### src/rtl/stack_upstream_arbiter_pkg.sv
// Shared constants and helpers for the upstream stack-bus arbiter.
// Cntl framing codes, FSM state and default widths.
package stack_up_arb_pkg;

  localparam logic [1:0] CNTL_MOP     = 2'b00;
  localparam logic [1:0] CNTL_SOP     = 2'b01;
  localparam logic [1:0] CNTL_EOP     = 2'b10;
  localparam logic [1:0] CNTL_SOP_EOP = 2'b11;

  localparam int DEF_NUM_REQ   = 3;
  localparam int DEF_TYPE_W    = 2;
  localparam int DEF_DATA_W    = 64;
  localparam int DEF_OOB_W     = 32;
  localparam int DEF_MAX_STALL = 255;

  typedef enum logic {
    IDLE   = 1'b0,
    LOCKED = 1'b1
  } arb_state_e;

  function automatic logic is_start(input logic [1:0] c);
    return (c == CNTL_SOP) || (c == CNTL_SOP_EOP);
  endfunction

  function automatic logic [2:0] oh2idx(input logic [7:0] oh);
    logic [2:0] r;
    r = '0;
    for (int i = 0; i < 8; i++)
      if (oh[i]) r = 3'(i);
    return r;
  endfunction

endpackage

### src/rtl/stack_upstream_arbiter_if.sv
// Valid/ready beat bus, N lanes wide; master drives beats, slave drives ready.
// Used for both the requester side (N=NUM_REQ) and the stack side (N=1).
interface stack_upstream_arbiter_if #(
  parameter int N      = 1,
  parameter int TYPE_W = 2,
  parameter int DATA_W = 64,
  parameter int OOB_W  = 32
);

  logic [N-1:0]        valid;
  logic [2*N-1:0]      cntl;
  logic [N-1:0]        ready;
  logic [TYPE_W*N-1:0] pkt_type;
  logic [DATA_W*N-1:0] data;
  logic [OOB_W*N-1:0]  oob_data;

  modport master (
    output valid,
    output cntl,
    output pkt_type,
    output data,
    output oob_data,
    input  ready
  );

  modport slave (
    input  valid,
    input  cntl,
    input  pkt_type,
    input  data,
    input  oob_data,
    output ready
  );

endinterface

### src/rtl/stack_upstream_arbiter_rr_pick.sv
// Round-robin picker: first requester at or after ptr, wrapping.
// Produces a one-hot winner, zero when nothing requests.
module rr_pick #(
  parameter int NUM_REQ = 3,
  parameter int PTR_W   = $clog2(NUM_REQ)
) (
  input  logic [NUM_REQ-1:0] req,
  input  logic [PTR_W-1:0]   ptr,
  output logic [NUM_REQ-1:0] win
);

  int               s;
  logic [PTR_W-1:0] idx;
  logic             found;

  always_comb begin
    win   = '0;
    found = 1'b0;
    s     = 0;
    idx   = '0;
    for (int k = 0; k < NUM_REQ; k++) begin
      s = int'(ptr) + k;
      if (s >= NUM_REQ) s = s - NUM_REQ;
      idx = PTR_W'(s);
      if (!found && req[idx]) begin
        win[idx] = 1'b1;
        found    = 1'b1;
      end
    end
  end

endmodule

### src/rtl/stack_upstream_arbiter.sv
// Packet-locked round-robin arbiter for the PE upstream stack bus.
// One registered output stage; sticky framing-error and stall flags.
module stack_upstream_arbiter
  import stack_up_arb_pkg::*;
#(
  parameter int NUM_REQ   = DEF_NUM_REQ,
  parameter int TYPE_W    = DEF_TYPE_W,
  parameter int DATA_W    = DEF_DATA_W,
  parameter int OOB_W     = DEF_OOB_W,
  parameter int MAX_STALL = DEF_MAX_STALL
) (
  input  logic                clk,
  input  logic                reset_poweron,
  stack_upstream_arbiter_if.slave  req,
  stack_upstream_arbiter_if.master sti,
  output logic [NUM_REQ-1:0]  arb__grant,
  output logic [NUM_REQ-1:0]  arb__proto_err,
  output logic                arb__stall
);

  localparam int PTR_W = $clog2(NUM_REQ);
  localparam int CNT_W = $clog2(MAX_STALL + 1);

  arb_state_e         state_q, state_d;
  logic [NUM_REQ-1:0] owner_q, owner_d;
  logic [PTR_W-1:0]   ptr_q, ptr_d;
  logic [CNT_W-1:0]   cnt_q;
  logic               stall_q;
  logic [NUM_REQ-1:0] err_q, err_set;

  logic [NUM_REQ-1:0] start_v, cand, win, rdy;
  logic               slot_free, accept, owner_valid;

  logic [1:0]         sel_cntl;
  logic [TYPE_W-1:0]  sel_type;
  logic [DATA_W-1:0]  sel_data;
  logic [OOB_W-1:0]   sel_oob;

  logic               out_valid_q;
  logic [1:0]         out_cntl_q;
  logic [TYPE_W-1:0]  out_type_q;
  logic [DATA_W-1:0]  out_data_q;
  logic [OOB_W-1:0]   out_oob_q;

  function automatic logic [PTR_W-1:0] next_ptr(
    input logic [2:0] i
  );
    if (int'(i) == NUM_REQ - 1) return '0;
    return PTR_W'(int'(i) + 1);
  endfunction

  always_comb begin
    start_v = '0;
    for (int i = 0; i < NUM_REQ; i++)
      start_v[i] = is_start(req.cntl[2*i +: 2]);
  end

  assign cand = req.valid & start_v;

  rr_pick #(
    .NUM_REQ (NUM_REQ),
    .PTR_W   (PTR_W)
  ) u_pick (
    .req (cand),
    .ptr (ptr_q),
    .win (win)
  );

  assign slot_free   = !out_valid_q || sti.ready[0];
  assign owner_valid = |(owner_q & req.valid);

  always_ff @(posedge clk or negedge reset_poweron) begin
    if (!reset_poweron) begin
      state_q <= IDLE;
      owner_q <= '0;
      ptr_q   <= '0;
    end else begin
      state_q <= state_d;
      owner_q <= owner_d;
      ptr_q   <= ptr_d;
    end
  end

  always_comb begin
    state_d = state_q;
    owner_d = owner_q;
    ptr_d   = ptr_q;
    unique case (state_q)
      IDLE: begin
        if (accept) begin
          if (sel_cntl == CNTL_SOP) begin
            state_d = LOCKED;
            owner_d = win;
          end else begin
            ptr_d = next_ptr(oh2idx(8'(win)));
          end
        end
      end
      LOCKED: begin
        if (accept && sel_cntl == CNTL_EOP) begin
          state_d = IDLE;
          owner_d = '0;
          ptr_d   = next_ptr(oh2idx(8'(owner_q)));
        end
      end
      default: state_d = IDLE;
    endcase
  end

  always_comb begin
    rdy        = '0;
    arb__grant = '0;
    unique case (state_q)
      IDLE:    if (slot_free) rdy = win;
      LOCKED: begin
        arb__grant = owner_q;
        if (slot_free) rdy = owner_q & req.valid;
      end
      default: rdy = '0;
    endcase
  end

  assign req.ready = rdy;
  assign accept    = |rdy;

  always_comb begin
    sel_cntl = '0;
    sel_type = '0;
    sel_data = '0;
    sel_oob  = '0;
    for (int i = 0; i < NUM_REQ; i++) begin
      if (rdy[i]) begin
        sel_cntl = req.cntl[2*i +: 2];
        sel_type = req.pkt_type[TYPE_W*i +: TYPE_W];
        sel_data = req.data[DATA_W*i +: DATA_W];
        sel_oob  = req.oob_data[OOB_W*i +: OOB_W];
      end
    end
  end

  // Non-owners may only offer starts; owners may not restart mid-packet.
  always_comb begin
    err_set = '0;
    for (int i = 0; i < NUM_REQ; i++) begin
      err_set[i] = (req.valid[i] && !start_v[i] &&
                    !(state_q == LOCKED && owner_q[i])) ||
                   (state_q == LOCKED && rdy[i] && start_v[i]);
    end
  end

  always_ff @(posedge clk or negedge reset_poweron) begin
    if (!reset_poweron) begin
      err_q   <= '0;
      cnt_q   <= '0;
      stall_q <= 1'b0;
    end else begin
      err_q   <= err_q | err_set;
      stall_q <= stall_q || (cnt_q == CNT_W'(MAX_STALL));
      if (state_q == LOCKED) begin
        if (accept)
          cnt_q <= '0;
        else if (!owner_valid && cnt_q != CNT_W'(MAX_STALL))
          cnt_q <= cnt_q + 1'b1;
      end
    end
  end

  always_ff @(posedge clk or negedge reset_poweron) begin
    if (!reset_poweron) begin
      out_valid_q <= 1'b0;
      out_cntl_q  <= '0;
      out_type_q  <= '0;
      out_data_q  <= '0;
      out_oob_q   <= '0;
    end else if (accept) begin
      out_valid_q <= 1'b1;
      out_cntl_q  <= sel_cntl;
      out_type_q  <= sel_type;
      out_data_q  <= sel_data;
      out_oob_q   <= sel_oob;
    end else if (sti.ready[0]) begin
      out_valid_q <= 1'b0;
    end
  end

  assign sti.valid      = out_valid_q;
  assign sti.cntl       = out_cntl_q;
  assign sti.pkt_type   = out_type_q;
  assign sti.data       = out_data_q;
  assign sti.oob_data   = out_oob_q;
  assign arb__proto_err = err_q;
  assign arb__stall     = stall_q;

endmodule

### src/flat_wrapper.sv
// flat-port wrapper written by rule: the top's interface ports become plain ports
module stack_upstream_arbiter_flat import stack_up_arb_pkg::*;
#(
  parameter int NUM_REQ   = DEF_NUM_REQ,
  parameter int TYPE_W    = DEF_TYPE_W,
  parameter int DATA_W    = DEF_DATA_W,
  parameter int OOB_W     = DEF_OOB_W,
  parameter int MAX_STALL = DEF_MAX_STALL
)
  (clk, reset_poweron, arb__grant, arb__proto_err, arb__stall, req_valid, req_cntl, req_pkt_type, req_data, req_oob_data, req_ready, sti_valid, sti_cntl, sti_pkt_type, sti_data, sti_oob_data, sti_ready);
  stack_upstream_arbiter_if #(.N((3)), .TYPE_W(TYPE_W), .DATA_W(DATA_W), .OOB_W(OOB_W)) req_i ();
  stack_upstream_arbiter_if #(.N(1), .TYPE_W(TYPE_W), .DATA_W(DATA_W), .OOB_W(OOB_W)) sti_i ();
  input  logic clk;
  input  logic reset_poweron;
  output logic [NUM_REQ-1:0] arb__grant;
  output logic [NUM_REQ-1:0] arb__proto_err;
  output logic arb__stall;
  input wire logic [$bits(req_i.valid)-1:0] req_valid;
  input wire logic [$bits(req_i.cntl)-1:0] req_cntl;
  input wire logic [$bits(req_i.pkt_type)-1:0] req_pkt_type;
  input wire logic [$bits(req_i.data)-1:0] req_data;
  input wire logic [$bits(req_i.oob_data)-1:0] req_oob_data;
  output wire logic [$bits(req_i.ready)-1:0] req_ready;
  output wire logic [$bits(sti_i.valid)-1:0] sti_valid;
  output wire logic [$bits(sti_i.cntl)-1:0] sti_cntl;
  output wire logic [$bits(sti_i.pkt_type)-1:0] sti_pkt_type;
  output wire logic [$bits(sti_i.data)-1:0] sti_data;
  output wire logic [$bits(sti_i.oob_data)-1:0] sti_oob_data;
  input wire logic [$bits(sti_i.ready)-1:0] sti_ready;
  assign req_i.valid = req_valid;
  assign req_i.cntl = req_cntl;
  assign req_i.pkt_type = req_pkt_type;
  assign req_i.data = req_data;
  assign req_i.oob_data = req_oob_data;
  assign req_ready = req_i.ready;
  assign sti_valid = sti_i.valid;
  assign sti_cntl = sti_i.cntl;
  assign sti_pkt_type = sti_i.pkt_type;
  assign sti_data = sti_i.data;
  assign sti_oob_data = sti_i.oob_data;
  assign sti_i.ready = sti_ready;
  stack_upstream_arbiter #(.NUM_REQ(NUM_REQ), .TYPE_W(TYPE_W), .DATA_W(DATA_W), .OOB_W(OOB_W), .MAX_STALL(MAX_STALL)) u_core (.clk(clk), .reset_poweron(reset_poweron), .req(req_i), .sti(sti_i), .arb__grant(arb__grant), .arb__proto_err(arb__proto_err), .arb__stall(arb__stall));
endmodule
### config.mk
export PLATFORM = sky130hd
export DESIGN_NAME = stack_upstream_arbiter_flat
export DESIGN_NICKNAME = d
export VERILOG_FILES = /design/src/rtl/stack_upstream_arbiter_pkg.sv /design/src/rtl/stack_upstream_arbiter_if.sv /design/src/rtl/stack_upstream_arbiter_rr_pick.sv /design/src/rtl/stack_upstream_arbiter.sv /design/src/flat_wrapper.sv
export SDC_FILE = /design/constraint.sdc
export NUM_CORES = 1
export LEC_CHECK = 0
export CORE_AREA = 2 2 163 165
export DETAILED_ROUTE_END_ITERATION = 8
export DIE_AREA = 0 0 165 167
export GPL_ROUTABILITY_DRIVEN = 0
export PLACE_DENSITY = 0.62
export SYNTH_ARGS = -nofsm -noshare
export SYNTH_HDL_FRONTEND = slang
export SYNTH_SLANG_ARGS = --single-unit
### constraint.sdc
create_clock -name clk -period 7.5 [get_ports clk]
set_clock_uncertainty 0.15 [all_clocks]
set_input_delay 1.125 -clock clk [delete_from_list [all_inputs] [get_ports clk]]
set_output_delay 1.125 -clock clk [all_outputs]
set_load 0.02 [all_outputs]
# After elaboration in Yosys (flattened, before gate mapping)

Index checks and enable logic that the tools add are counted.

Bits in registers: 119
Input port bits: 306
Output and inout bits: 111
Word-level logic and storage cells: 169

$add $sub $neg: 8
$lt $le $gt $ge: 9
Equal/unequal tests: 16
Muxes and demuxes: 72
Bitwise gates (word level): 6
Reduce and logical (&&, ||, !) cells: 47

Operator list:

| kind                | count |
|---|---|
| $mux 64             | 3 |
| $mux 32             | 3 |
| $mux 3              | 14 |
| $mux 2              | 18 |
| $logic_and 1x1->1   | 22 |
| $mux 1              | 22 |
| $mux 8              | 2 |
| $pmux 3 s2          | 2 |
| $logic_not 1->1     | 10 |
| $lt 2x3->1 const B  | 3 |
| $or 3x3->3          | 3 |
| $add 8x1->8 const B | 1 |
| $eq 2x1->1 const B  | 4 |
| $eq 2x2->1 const B  | 4 |
| $eq 8x8->1 const B  | 1 |
| $logic_or 1x1->1    | 8 |
| $ne 8x8->1 const B  | 1 |
| $and 3x3->3         | 2 |
| $bmux 1 s2          | 3 |
| $demux 1 s2         | 3 |
| $eq 3x3->1 const B  | 2 |
| $ge 2x1->1 const B  | 3 |
| $ge 3x2->1 const B  | 2 |
| $reduce_and 3->1    | 2 |
| 13 further kinds    | 20 |

# Logic depth before layout (Yosys ltp)

Gate-level depths: netlist of run 1.

Depth in word-level cells: 30
Gate-level depth with buffers: 12

# Hierarchy

A second synthesis of run 1 with hierarchy kept.

Cell total of the unflattened synthesis: 603
Area, all modules: 5806.8 µm²

By module, submodules not included:

| module                 | times used | cells each | area each (µm²) |
|---|---|---|---|
| stack_upstream_arbiter | 1          | 567        | 5534.1 |
| rr_pick                | 1          | 36         | 272.8 |

# Least setup slack after synthesis of run 1

OpenSTA, ideal clock, no wires.

Path type: input to output
Start: input port req_cntl[0]
End: output port req_ready[2]
Arrival time: 3.000 ns
Path slack: 3.225 ns
Stages: 8
Buffers on the path: 4
Cell sequence: and4bb_1 -> nor4b_2 -> o21ai_1 -> a21oi_4 -> buf_2 -> buf_2 -> buf_2 -> clkbuf_1

Word-level cells in the longest chain between the ends: 14

Ends and longest elaborated chain:

| element                                         | line                                 | source |
|---|---|---|
| from (decl)                                     | flat_wrapper.sv:19                   | `input wire logic [$bits(req_i.cntl)-1:0] req_cntl;` |
| $eq 2x1->1 / $eq 2x2->1 (equally long branches) | stack_upstream_arbiter_pkg.sv:22     | `return (c == CNTL_SOP) \|\| (c == CNTL_SOP_EOP);` |
| $logic_or 1x1->1 (*)                            | stack_upstream_arbiter_pkg.sv:22     |  |
| $and 3x3->3 (*)                                 | stack_upstream_arbiter.sv:58         | `assign cand = req.valid & start_v;` |
| $bmux 1 s2                                      | stack_upstream_arbiter_rr_pick.sv:25 | `if (!found && req[idx]) begin` |
| $mux 1 (implied by the code)                    | stack_upstream_arbiter_rr_pick.sv:25 |  |
| $mux 1                                          | stack_upstream_arbiter_rr_pick.sv:25 |  |
| $logic_not 1->1                                 | stack_upstream_arbiter_rr_pick.sv:25 |  |
| $logic_and 1x1->1                               | stack_upstream_arbiter_rr_pick.sv:25 |  |
| $mux 1                                          | stack_upstream_arbiter_rr_pick.sv:25 |  |
| $logic_not 1->1                                 | stack_upstream_arbiter_rr_pick.sv:25 |  |
| $logic_and 1x1->1                               | stack_upstream_arbiter_rr_pick.sv:25 |  |
| $mux 3 (*)                                      | stack_upstream_arbiter_rr_pick.sv:25 |  |
| $mux 3 (*)                                      | stack_upstream_arbiter.sv:114        | `IDLE: if (slot_free) rdy = win;` |
| $pmux 3 s2 (*)                                  | stack_upstream_arbiter.sv:113        | `unique case (state_q)` |
| to (decl)                                       | flat_wrapper.sv:23                   | `output wire logic [$bits(req_i.ready)-1:0] req_ready;` |

Mark *: on every way between the ends. The rest lies on a longest branch, timed or not. The select of a mux whose other input is x is not followed.

# Final worst setup path of run 1

Start: input port req_cntl[4]
End: output port req_ready[0]

The elaborated chain is that of the path after synthesis.

==> impl_metrics.tcl, run 1 <==
set metrics [dict create \
    status "finished clean" \
    grt_use_total_pct 17.6 \
    max_freq_mhz 203 \
    drt_iter0_markers 392 \
    vias 6847 \
    drive_above_1_share_pct 5.39 \
    synth_top_cell_by_area "dfrtp_1" \
    crit_path_max_fanout 9 \
    crit_top_cell "clkdlybuf4s50_1" \
    ys_top_cells_by_area "dfrtp_1, a22oi_1, o21ai_0" \
    synth_area_per_cell_um2 9.97 \
    firstDrtPassIters 5 \
    core_um2 25800 \
    required_ps 6220 \
    die_x_um 165 \
    ios 417 \
    crit_slowest_cell "clkdlybuf4s50_1" \
    path_class "in -> out" \
    yosysMostFrequentCell "a22oi_1" \
    crit-reg2reg-launch "u_core.ptr_q[0]$_DFFE_PN0P_" \
    routed_wl_um 25400 \
    cellPowerDensity_nw_per_um2 399 \
    first_global_vias 6679 \
    arrival_ps 3650 \
    final_area_um2 11200 \
    htree_levels 4 \
    async_reset_ff_share_pct 100 \
    avgViaCountPerCell 5.05 \
    fp-row-count 59 \
    worst_setup_path_start_kind "primary input" \
    clockBufferDepth 2 \
    p_leak_nw 4.26 \
    max_cap_viol_count 0 \
    wl_per_cell_um 18.7 \
    total_power_mw 4.48 \
    hp-class "reg -> reg" \
    ys_ff_latch 119 \
    die-area_um2 27600 \
    synth_edf_count 0 \
    critPathMaxStageDelay_ps 590 \
    netlist_area_um2 6190 \
    post_cts_resized 0 \
    syn_nets 932 \
    tritoncts "built" \
    root_buffer "clkbuf_16" \
    cts_hold_buf 0 \
    post_cts_buffers 0 \
    synth_top_area_share_pct 48.1 \
    start_util_pct 24.0 \
    period_share_pct 65.6 \
    setup_viol 0 \
    min_path_cells 1 \
    place_area_um2 10600 \
    synth_flop_cell "dfrtp_1" \
    grt_setup_unrepaired "no" \
    antenna_found_initial 0 \
    dp_hpwl_um 19100 \
    rr_worst_depth 11 \
    diodes 0 \
    clkLatencyLatePin_ps 400 \
    cts_sinks 119 \
    die_y_um 167 \
    tightest_slew_ps 991 \
    numPortBuffers 416 \
    overflow 0 \
    area_growth_syn_to_layout_pct 81.3 \
    nets 1318 \
    hold_viol 0 \
    grt_max_degree 110 \
    syn_inst 621 \
    reg2reg_slack_ps 3160 \
    slew_headroom_pct 33.9 \
    cts.clk_slew.worst_paths_ps 60 \
    final_max_slew_viol_count 0 \
    crit_buf_inv 2 \
    hp-start "u_core.arb__proto_err[2]$_DFF_PN0_" \
    grt_pass1_wl_um 37200 \
    holdPathEnd "u_core.arb__proto_err[2]$_DFF_PN0_" \
    drtAntennaViolNets 0 \
    finish.utilization_pct 43.6 \
    worstPathCellList "clkdlybuf4s50_1 -> and4b_1 -> o31ai_1 -> o211ai_1 -> or3_4 -> and3_1 -> clkdlybuf4s50_1" \
    drc 0 \
    ys_seq_area_share_pct 48.1 \
    ir_drop_mv 0.286 \
    finalHoldWorstSlack_ps 310 \
    cp.depth 7 \
    cts_inserted_buffers 17 \
    setup.worst_path.end_class "primary output" \
    finalSetupTns_ps 0 \
    critPathTopFamily "buffers and inverters" \
    yosysWarnings 0 \
    period_needed_ps 4920 \
    yosysUniqueCellTypes 57 \
    synthTopCellsByCount "a22oi_1, dfrtp_1, o21ai_0" \
    reg2reg_to "u_core.ptr_q[1]$_DFFE_PN0P_" \
]
==> report_power, final <==
part | total [mW] | internal (mW) | switching, mW | leakage, nW
logic | 2.51 | 1.09 | 1.42 | 2.51
registers | 1.14 | 0.952 | 0.184 | 1.47
clock network | 0.828 | 0.510 | 0.318 | 0.278
total | 4.48 | 2.56 | 1.92 | 4.26
==> worst max-delay path by stage <==
stage	from	to	slack, ps
after detailed placement	req_cntl[0]	u_core.ptr_q[1]$_DFFE_PN0P_	2260
after global routing	req_cntl[0]	u_core.ptr_q[1]$_DFFE_PN0P_	2420
final	req_cntl[4]	req_ready[0]	2580
after floorplan	req_cntl[0]	req_ready[2]	3220
after CTS	req_cntl[4]	req_ready[0]	2610
after global placement	req_cntl[0]	u_core.ptr_q[1]$_DFFE_PN0P_	2290
==> worst reg2reg max path: stages (launching register included) <==
cell and delay, ps:
dfrtp_1 400, inv_1 120, ha_1 320, and4bb_1 280, nor4b_2 300, o21ai_1 190, a21oi_4 380, buf_4 790
and3b_1 300, a221oi_2 380, maj3_2 320, mux2_4 300
==> cell usage in the layout, fill, tap and decap left out, drive strengths merged, types with 2 or more instances in the layout <==
cell type / n
a311oi: 2
and4b: 2
a21oi: 15
o22ai: 2
nor3: 2
a22oi: 197
a221oi: 5
a221o: 2
nand4: 3
clkbuf: 19
a211oi: 3
or2: 2
nand3b: 2
o21ai: 112
nand4b: 3
nor2b: 6
nand2: 21
nand3: 7
inv: 7
or3: 3
clkinv: 4
clkdlybuf4s50: 415
buf: 10
and3b: 3
ha: 5
a21o: 4
dfrtp: 119
nor2: 8
and2: 2
bufinv: 2
clkinvlp: 5
nor4b: 2
and3: 6
==> stage by stage <==
| stage | std cells | setup slack [ps] |
|---|---|---|
| 4_1_cts | 1355 | 2610 |
| 2_1_floorplan | 621 | 3220 |
| 6_report | 1355 | 2580 |
| 5_1_grt | 1355 | 2420 |
| 3_3_place_gp | 1323 | 2290 |
| 3_5_place_dp | 1323 | 2260 |
==> cells by family after synthesis <==
group | Yosys count | synth area share [%]
adders and majority gates | 6 | 1.19
and+or+nand+nor | 75 | 7.10
AOI/OAI and AO/OA | 354 | 38.8
xor gates and xnor gates | 2 | 0.283
DFF | 119 | 48.1
muxes | 2 | 0.404
buffers and inverters | 63 | 4.10
==> registers in the layout, summed over array words and instances, names as in the netlist, 2 cells and up <==
| name | cells |
|---|---|
| u_core.ptr_q | 2 |
| u_core.arb__proto_err | 3 |
| u_core.owner_q | 3 |
| u_core.sti.data | 64 |
| u_core.sti.pkt_type | 2 |
| u_core.cnt_q | 8 |
| u_core.sti.cntl | 2 |
| u_core.sti.oob_data | 32 |
==> layer usage <==
metal | vias up | GRT usage (%) | wire length, µm
met2 | 327 | 30.6 | 12600
li1 | 3251 | - | -
met1 | 3243 | 21.1 | 10100
met5 | - | 0 | 0
met4 | 0 | 5.26 | 543
met3 | 26 | 4.51 | 2080
==> layout make-up <==
| class | count | area (µm²) |
|---|---|---|
| inverters | 5 | 18.8 |
| clock buffers | 19 | 453 |
| clock inverters | 13 | 146 |
| multi-input cells | 439 | 2980 |
| well taps | 335 | 419 |
| fillers | 2542 | 14500 |
| repair buffers | 425 | 4230 |
| flip-flops and latches | 119 | 2980 |
(Power assumes the default switching activity.)
==> run 2: changes to the inputs <==
--- a/config.mk
+++ b/config.mk
@@ -5,11 +5,11 @@
 export SDC_FILE = /design/constraint.sdc
 export NUM_CORES = 1
 export LEC_CHECK = 0
-export CORE_AREA = 2 2 163 165
+export CORE_AREA = 2 2 160 162
 export DETAILED_ROUTE_END_ITERATION = 8
-export DIE_AREA = 0 0 165 167
+export DIE_AREA = 0 0 162 164
 export GPL_ROUTABILITY_DRIVEN = 0
-export PLACE_DENSITY = 0.62
+export PLACE_DENSITY = 0.64
 export SYNTH_ARGS = -nofsm -noshare
 export SYNTH_HDL_FRONTEND = slang
 export SYNTH_SLANG_ARGS = --single-unit
==> constraint.sdc (replaced) <==
create_clock -name clk -period 4.7 [get_ports clk]
set_clock_uncertainty 0.15 [all_clocks]
set_input_delay 0.705 -clock clk [delete_from_list [all_inputs] [get_ports clk]]
set_output_delay 0.705 -clock clk [all_outputs]
set_load 0.02 [all_outputs]
==> impl_metrics.tcl, run 2 (synthesized netlist as in run 1, its figures left out) <==
set metrics [dict create \
    largest_reg_flops 64 \
    htree_levels 4 \
    arrival_ps 3210 \
    cts_sinks 119 \
    nets 1320 \
    cts.clk_slew.worst_paths_ps 60 \
    hold_viol 0 \
    tightest_slew_ps 980 \
    worst_setup_path_start_kind "primary input" \
    grt_use_total_pct 18.1 \
    place_area_um2 10700 \
    die_x_um 162 \
    core_um2 24800 \
    root_buffer "clkbuf_16" \
    clockBufferDepth 2 \
    die_y_um 164 \
    post-place-ws_ps 571 \
    die-area_um2 26600 \
    drc 0 \
    ios 417 \
    setup_viol 0 \
    setup.worst_path.end_class "primary output" \
    firstDrtPassIters 5 \
    dp_hpwl_um 18900 \
    final_cell_mix "clkdlybuf4s50_1, a22oi_1, dfrtp_1" \
    post_cts_buffers 0 \
    avgViaCountPerCell 5.01 \
    worstPathCellList "clkdlybuf4s50_1 -> a21oi_1 -> a22oi_1 -> o211ai_1 -> or3_4 -> and3_1 -> clkdlybuf4s50_1" \
    period_needed_ps 4060 \
    drive_above_1_share_pct 5.38 \
    final_max_slew_viol_count 0 \
    grt_pass1_wl_um 37200 \
    period_share_pct 86.4 \
    crit_top_cell "clkdlybuf4s50_1" \
    first_global_vias 6536 \
    final_common_cell "clkdlybuf4s50_1" \
    critPathMaxStageDelay_ps 610 \
    crit_buf_inv 2 \
    crit_path_max_fanout 8 \
    antenna_found_initial 0 \
    diodes 0 \
    vias 6768 \
    hp-class "in -> async" \
    path_class "in -> out" \
    start_util_pct 24.9 \
    grt_max_degree 105 \
    fin_ws_ps 638 \
    finish.utilization_pct 45.4 \
    fp-row-count 58 \
    dpl.cell_count 1320 \
    finalSetupTns_ps 0 \
    cts_hold_buf 0 \
    wl_per_cell_um 18.6 \
    overflow 0 \
    fin_cells 1352 \
    critPathTopFamily "buffers and inverters" \
    slew_headroom_pct 34.6 \
    area_growth_syn_to_layout_pct 82.2 \
    max_cap_viol_count 0 \
    tritoncts "built" \
    finalHoldWorstSlack_ps 201 \
    grt_setup_unrepaired "no" \
    post_cts_resized 0 \
    status "finished clean" \
    total_power_mw 7.26 \
    crit_slowest_cell "clkdlybuf4s50_1" \
    p_leak_nw 4.31 \
    routed_wl_um 25100 \
    num-fill-cells 2402 \
    ir_drop_mv 0.238 \
    clkLatencyLatePin_ps 410 \
    max_freq_mhz 246 \
    drt_iter0_markers 445 \
    cellPowerDensity_nw_per_um2 644 \
    final_area_um2 11300 \
    drtAntennaViolNets 0 \
    numPortBuffers 416 \
    required_ps 3850 \
    cts_inserted_buffers 17 \
]
run 2: cell types whose count changed in the layout (fill, tap and decap cells not counted):
cell / previous run / this run
clkinv_2: 1 / 4
inv_6: 2 / 1
clkbuf_8: 2 / 1
clkbuf_1: 0 / 2
bufinv_16: 2 / 4
clkinvlp_4: 5 / 0
buf_12: 0 / 2
run 2: worst paths after layout:
| kind | from | to | slack, ps | depth (start not counted) |
|---|---|---|---|---|
| min | reset_poweron | u_core.sti.data[20]$_DFFE_PN0N_ | 200 | 1 |
| min reg2reg | u_core.arb__proto_err[2]$_DFF_PN0_ | u_core.arb__proto_err[2]$_DFF_PN0_ | 310 | 1 |
| max in group asynchronous | reset_poweron | u_core.sti.oob_data[6]$_DFFE_PN0N_ | 3350 | 2 |
| max | req_cntl[2] | req_ready[0] | 640 | 7 |
| min in group clk | u_core.arb__proto_err[2]$_DFF_PN0_ | u_core.arb__proto_err[2]$_DFF_PN0_ | 310 | 1 |
| max reg2reg | u_core.ptr_q[0]$_DFFE_PN0P_ | u_core.sti.data[33]$_DFFE_PN0N_ | 1080 | 10 |
run 2: area by class of cell:
| type | instances | area [µm²] | share of cell area, % |
|---|---|---|---|
| well taps | 330 | 413 | 3.66 |
| inverters | 5 | 18.8 | 0.166 |
| flip-flops and latches | 119 | 2980 | 26.4 |
| clock buffers | 20 | 447 | 3.96 |
| multi-input cells | 439 | 2980 | 26.4 |
| clock inverters | 12 | 175 | 1.55 |
| repair buffers | 427 | 4270 | 37.9 |
run 2: power breakdown:
| group | switching [mW] | internal, mW | total (mW) |
|---|---|---|---|
| clock network | 0.489 | 0.902 | 1.39 |
| logic | 2.27 | 1.79 | 4.05 |
| registers | 0.298 | 1.52 | 1.82 |
| total | 3.05 | 4.21 | 7.26 |
run 2: metal layers:
metal / global-route usage [%] / vias up / wire [µm] / part of all wire [%]
met1: 21.8 / 3191 / 10200 / 40
met5: 0 / - / 0 / 0
li1: - / 3249 / - / -
met3: 5.43 / 25 / 1920 / 7.7
met4: 5.15 / 0 / 474 / 1.9
met2: 31.3 / 303 / 12500 / 50
